`config.mk`:
```
export PLATFORM = sky130hd
export DESIGN_NAME = uart_rx_fifo
export DESIGN_NICKNAME = d
export VERILOG_FILES = /design/src/rtl/uart_pkg.sv /design/src/rtl/uart_rx_fifo_mem.sv /design/src/rtl/uart_rx_fifo.sv
export SDC_FILE = /design/constraint.sdc
export NUM_CORES = 1
export LEC_CHECK = 0
export CORE_ASPECT_RATIO = 1.75
export CORE_MARGIN = 2
export CORE_UTILIZATION = 48
export CTS_CLUSTER_DIAMETER = 100
export DETAILED_ROUTE_END_ITERATION = 12
export PLACE_DENSITY = 0.66
export SLEW_MARGIN = 20
export SYNTH_ARGS = -nofsm -noshare
export SYNTH_HDL_FRONTEND = slang
export SYNTH_SLANG_ARGS = --single-unit
```
`constraint.sdc`:
```
create_clock -name clk_rx -period 3.6 [get_ports clk_rx]
set_clock_uncertainty 0.15 [all_clocks]
set_input_delay 1.08 -clock clk_rx [delete_from_list [all_inputs] [get_ports clk_rx]]
set_output_delay 1.08 -clock clk_rx [all_outputs]
set_load 0.02 [all_outputs]
```
`src/rtl/uart_pkg.sv`:
```
// Shared UART definitions: data width, default FIFO depth, byte type and
// the FIFO fill-state encoding with a helper that derives it from a count.
package uart_pkg;

  localparam int UART_DATA_W            = 8;
  localparam int UART_RX_FIFO_DEPTH_DEF = 16;

  typedef logic [UART_DATA_W-1:0] uart_byte_t;

  typedef enum logic [1:0] {
    EMPTY,
    PARTIAL,
    FULL
  } fill_state_e;

  // Fill state is a pure function of the stored-byte count.
  function automatic fill_state_e fill_state_of(input int unsigned cnt,
                                                input int unsigned depth);
    if (cnt == 0)          return EMPTY;
    else if (cnt >= depth) return FULL;
    else                   return PARTIAL;
  endfunction

endpackage

```
`src/rtl/uart_rx_fifo_mem.sv`:
```
// DEPTH x 8 storage for the receive FIFO: synchronous write port,
// asynchronous read port so the top level can offer show-ahead data.
module uart_rx_fifo_mem
  import uart_pkg::*;
#(
  parameter int DEPTH = UART_RX_FIFO_DEPTH_DEF
) (
  input  logic                     clk_rx,
  input  logic                     we,
  input  logic [$clog2(DEPTH)-1:0] waddr,
  input  uart_byte_t               wdata,
  input  logic [$clog2(DEPTH)-1:0] raddr,
  output uart_byte_t               rdata
);

  uart_byte_t mem_q [DEPTH];

  // Write the incoming byte at the end of the push cycle.
  // NOTE: the storage array has no reset; its contents are only meaningful
  // behind the count, and a reset would force flops instead of RAM.
  always_ff @(posedge clk_rx) begin
    if (we) mem_q[waddr] <= wdata;
  end

  assign rdata = mem_q[raddr];

endmodule

```
`src/rtl/uart_rx_fifo.sv`:
```
// Receive-side byte FIFO behind the UART receiver. Captures one byte per
// rising edge of rx_data_ready, offers the head entry show-ahead, and flags
// dropped bytes with a sticky overrun bit.
// Optional: define UART_RX_FIFO_AFULL_EN to add the registered almost_full
// output (count >= AFULL_LEVEL).
module uart_rx_fifo
  import uart_pkg::*;
#(
  parameter int DEPTH = UART_RX_FIFO_DEPTH_DEF
`ifdef UART_RX_FIFO_AFULL_EN
  , parameter int AFULL_LEVEL = 12
`endif
) (
  input  logic                   clk_rx,
  input  logic                   reset_n,
  input  uart_byte_t             rx_byte,
  input  logic                   rx_data_ready,
  input  logic                   rd_en,
  output uart_byte_t             rd_data,
  output logic                   rd_valid,
  output logic [$clog2(DEPTH):0] count,
  output logic                   overrun,
  input  logic                   overrun_clr
`ifdef UART_RX_FIFO_AFULL_EN
  , output logic                 almost_full
`endif
);

  localparam int PTR_W = $clog2(DEPTH);
  localparam int CNT_W = PTR_W + 1;

  logic              rdy_q;
  logic [PTR_W-1:0]  wr_ptr_q, wr_ptr_d;
  logic [PTR_W-1:0]  rd_ptr_q, rd_ptr_d;
  logic [CNT_W-1:0]  count_q, count_d;
  logic              valid_q, valid_d;
  logic              overrun_q, overrun_d;
  logic              push, pop, wr_en;
  fill_state_e       fill;

  // Edge-detect the ready level, resolve push/pop against the fill state
  // and compute next pointers, count and flags.
  // NOTE: every signal gets a default first so no path leaves it unassigned
  // and no latch is inferred.
  always_comb begin
    fill      = fill_state_of(32'(count_q), 32'(DEPTH));
    push      = rx_data_ready & ~rdy_q;
    pop       = rd_en & (fill != EMPTY);
    wr_en     = push & ((fill != FULL) | pop);
    wr_ptr_d  = wr_ptr_q;
    rd_ptr_d  = rd_ptr_q;
    overrun_d = overrun_q;

    if (wr_en) wr_ptr_d = wr_ptr_q + PTR_W'(1);
    if (pop)   rd_ptr_d = rd_ptr_q + PTR_W'(1);

    count_d = count_q + CNT_W'(wr_en) - CNT_W'(pop);
    valid_d = (count_d != '0);

    // A new drop outranks a clear in the same cycle.
    if (push && (fill == FULL) && !pop) overrun_d = 1'b1;
    else if (overrun_clr)               overrun_d = 1'b0;
  end

  // Pointer, count, flag and edge-detector state.
  // NOTE: sequential state uses non-blocking assignments so every flop
  // samples pre-edge values regardless of statement order.
  always_ff @(posedge clk_rx or negedge reset_n) begin
    if (!reset_n) begin
      rdy_q     <= 1'b1;   // a level already high at release is not a new byte
      wr_ptr_q  <= '0;
      rd_ptr_q  <= '0;
      count_q   <= '0;
      valid_q   <= 1'b0;
      overrun_q <= 1'b0;
    end else begin
      rdy_q     <= rx_data_ready;
      wr_ptr_q  <= wr_ptr_d;
      rd_ptr_q  <= rd_ptr_d;
      count_q   <= count_d;
      valid_q   <= valid_d;
      overrun_q <= overrun_d;
    end
  end

  uart_rx_fifo_mem #(.DEPTH(DEPTH)) u_mem (
    .clk_rx (clk_rx),
    .we     (wr_en),
    .waddr  (wr_ptr_q),
    .wdata  (rx_byte),
    .raddr  (rd_ptr_q),
    .rdata  (rd_data)
  );

  assign rd_valid = valid_q;
  assign count    = count_q;
  assign overrun  = overrun_q;

`ifdef UART_RX_FIFO_AFULL_EN
  if (AFULL_LEVEL < 1 || AFULL_LEVEL > DEPTH) begin : g_bad_afull
    $error("uart_rx_fifo: AFULL_LEVEL out of range 1..DEPTH");
  end

  logic af_q;

  // Threshold on the next-state count so the flag moves with count.
  always_ff @(posedge clk_rx or negedge reset_n) begin
    if (!reset_n) af_q <= 1'b0;
    else          af_q <= (count_d >= CNT_W'(AFULL_LEVEL));
  end

  assign almost_full = af_q;
`endif

endmodule

```
==> metrics.cfg <==
[clock_network]
h-tree-depth = 4
cts_buffer_depth = 2
numCtsBuffers = 17
cts_sinks = 144
cts_tree = done
postCtsHoldBufs = 0
clockRootBuffer = clkbuf_16
path_clk_slew_ns = 0.06
clk_latency_ns = 0.40

[die]
core.rowCount = 53
coreArea_mm2 = 0.0119
dieArea_mm2 = 0.0130
io_pins = 28
die_y_um = 149
die_w_um = 87.1
start_util_pct = 48.8

[routing]
detail_route.iter0.violations = 179
ant_nets = 0
drc = 0
dr_total_vias = 2867
drt_wl_total_um = 10800
drt_pre_antenna_iters = 4
drt-wirelength-per-cell_um = 21.1
routed_via_density = 5.58

[yosys]
syn_area_per_cell_um2 = 19.6
synth_edf_count = 128
synth-async-reset-ratio_pct = 11.1
synth_seq_cells = 144
synth_nets = 319
synth-main-ff-cell = edfxtp_1
synth_cells = 295
ys_seq_area_share_pct = 73.3
synth_area_mm2 = 0.00579
synth.distinct_cells = 34
ys_warn_count = 0

[worst_setup_path]
start_kind = flop
crit_arrival_ns = 2.28
endpoint_kind = output port
regToRegSetupSlack_ns = 1.01
required_ns = 2.37
path_max_fanout = 14
critical_path_class = reg -> out

[power_and_ir_drop]
swShare_pct = 30.8
power_frac_seq_pct = 38.4
power.total_w = 0.00549
pwr_density_cell_mw_per_mm2 = 785
leakagePower_nw = 2.47
power_frac_clock_pct = 29.0
pwr-share-comb_pct = 32.6
p_switching_w = 0.00169
p_int_w = 0.00380
vdd_drop_max_v = 0.000465

[global_routing]
gr-usage-all-layers_pct = 18.2
antenna_found_initial = 0
first_global_vias = 3034
grt_pass1_wl_um = 16800
grt_max_degree = 33
grt_overflow_total = 0

[min_path]
hold_path.class = reg -> reg

[place]
placed_cell_area_mm2 = 0.00638
dp_hpwl_um = 7380
io_buffers = 27
gp_congestion = 0.765

[final_layout]
syn2layout_area_growth_pct = 20.7
antenna_cells = 0
nets = 388
fillers = 889
drive_above_1_share_pct = 24.7
final_area_mm2 = 0.00699
fin_util_pct = 58.9

[run_status]
outcome = finished clean

[timing]
fmax_mhz = 285
rsz0062_at_grt = yes
max_slew_margin_pct = 51.9
min_period_over_period_pct = 97.4
finalHoldViolations = 0
finalSetupViolCount = 0
drv_slew = 0
worst_pin_slew_ns = 0.719
layout_min_cycle_time_ns = 3.51

[job]
drv_cap = 0

==> Yosys cell counts, drive strengths merged, types with 2 or more instances <==
cell type	instances	share of area [%]
nor2	14	0.91
nand2	17	1.1
a22oi	16	2.1
o21ai	3	0.26
inv	13	0.84
nor3	5	0.43
mux4	32	13
nand2b	4	0.43
clkbuf	3	0.19
a21oi	3	0.32
ha	10	2.2
clkdlybuf4s25	3	0.52
dfrtp	15	6.5
nand4	2	0.22
buf	7	1.2
edfxtp	128	66
xnor2	6	0.91
xor2	3	0.45
==> routing by layer <==
metal  vias up  wire (um)  global-route usage, %  part of all wire [%]
met4         0        155                   5.86                   1.4
met3        11        330                   4.37                   3.0
met2        54       6160                   33.0                    57
met1      1484       4200                   20.7                    39
met5         -          0                      0                     0
li1       1318          -                      -                     -
==> cell type report <==
type,count,area (um^2),share of cell area [%]
Multi-Input combinational cell,125,1410,20.1
Tap cell,137,171,2.45
Clock buffer,19,433,6.19
Timing Repair Buffer,63,572,8.18
Sequential cell,144,4250,60.7
Inverter,13,48.8,0.698
Clock inverter,13,115,1.65
==> critical path, cell delays in order (launching register included) <==
cell           delay [ns]
dfrtp_2              0.45
buf_12               0.17
buf_4                0.14
mux4_2               0.51
a22oi_1              0.17
nand2_1              0.09
dlygate4sd2_1        0.33
==> power groups by stage <==
| stage | clock network [W] | logic [W] | registers (W) |
|---|---|---|---|
| finish | 0.00159 | 0.00179 | 0.00211 |
| CTS | 0.00163 | 0.00175 | 0.00211 |
| detailed placement | 0 | 0.00179 | 0.00214 |
| global placement | 0 | 0.00177 | 0.00214 |
| global route | 0.00171 | 0.00195 | 0.00212 |
| floorplan | 0 | 0.00119 | 0.00212 |
==> repair_timing <==
item | in CTS | in global routing
setup endpoints to repair | 8 | 3
gates resized for setup | 10 | 2
buffers inserted | 1 | 7
==> logic make-up (layout without fill, tap and decap cells) <==
family	count (synthesis)	in the layout	share of synthesized area (%)
muxes	33	33	13.4
DFF	144	144	73.3
AOI/OAI and AO/OA	25	25	3.04
xor gates and xnor gates	9	9	1.36
adders and majority gates	11	11	2.50
and+or+nand+nor	47	47	3.69
buffers and inverters	26	108	2.72
==> state kept, by name (all words and copies together) (netlist names) <==
signal       count
u_mem.mem_q    128
count            5
rd_ptr_q         4
wr_ptr_q         4
overrun          1
rd_valid         1
rdy_q            1
==> final timing paths <==
path	endpoint	cells past startpoint	startpoint
max in group asynchronous	rd_ptr_q[0]	1	reset_n
worst min register to register	overrun	2	overrun
min in group asynchronous	wr_ptr_q[3]	1	reset_n
worst max register to register	rd_valid	12	count[2]
worst max-delay path	rd_data[2]	6	rd_ptr_q[0]
worst min-delay path	overrun	2	overrun
==> cells in the final DEF (no fill, tap or decap), types with 3 or more instances in the layout <==
cell type,instances
edfxtp_1,128
dlygate4sd2_1,8
buf_12,3
a22oi_2,3
nor2_1,14
clkinvlp_4,7
nand2b_1,4
a22oi_1,13
ha_1,10
xor2_1,3
clkbuf_16,17
nand2_1,17
xnor2_1,6
dfrtp_1,14
buf_4,32
clkinv_2,3
o21ai_0,3
clkdlybuf4s50_1,19
inv_1,13
mux4_2,20
nor3_1,5
mux4_1,12
==> metrics by stage <==
| step | std cells | setup WS [ns] | hold slack, ns | TNS (ns) |
|---|---|---|---|---|
| 6_report | 514 | 0.0933 | 0.404 | 0 |
| 5_1_grt | 514 | -0.0113 | 0.440 | -0.0113 |
| 4_1_cts | 507 | 0.0151 | 0.408 | 0 |
| 3_5_place_dp | 474 | 0.0993 | 0.395 | 0 |
| 3_3_place_gp | 474 | 0.158 | 0.387 | 0 |
| 2_1_floorplan | 295 | 0.514 | 0.337 | 0 |
(Power assumes the default switching activity.)
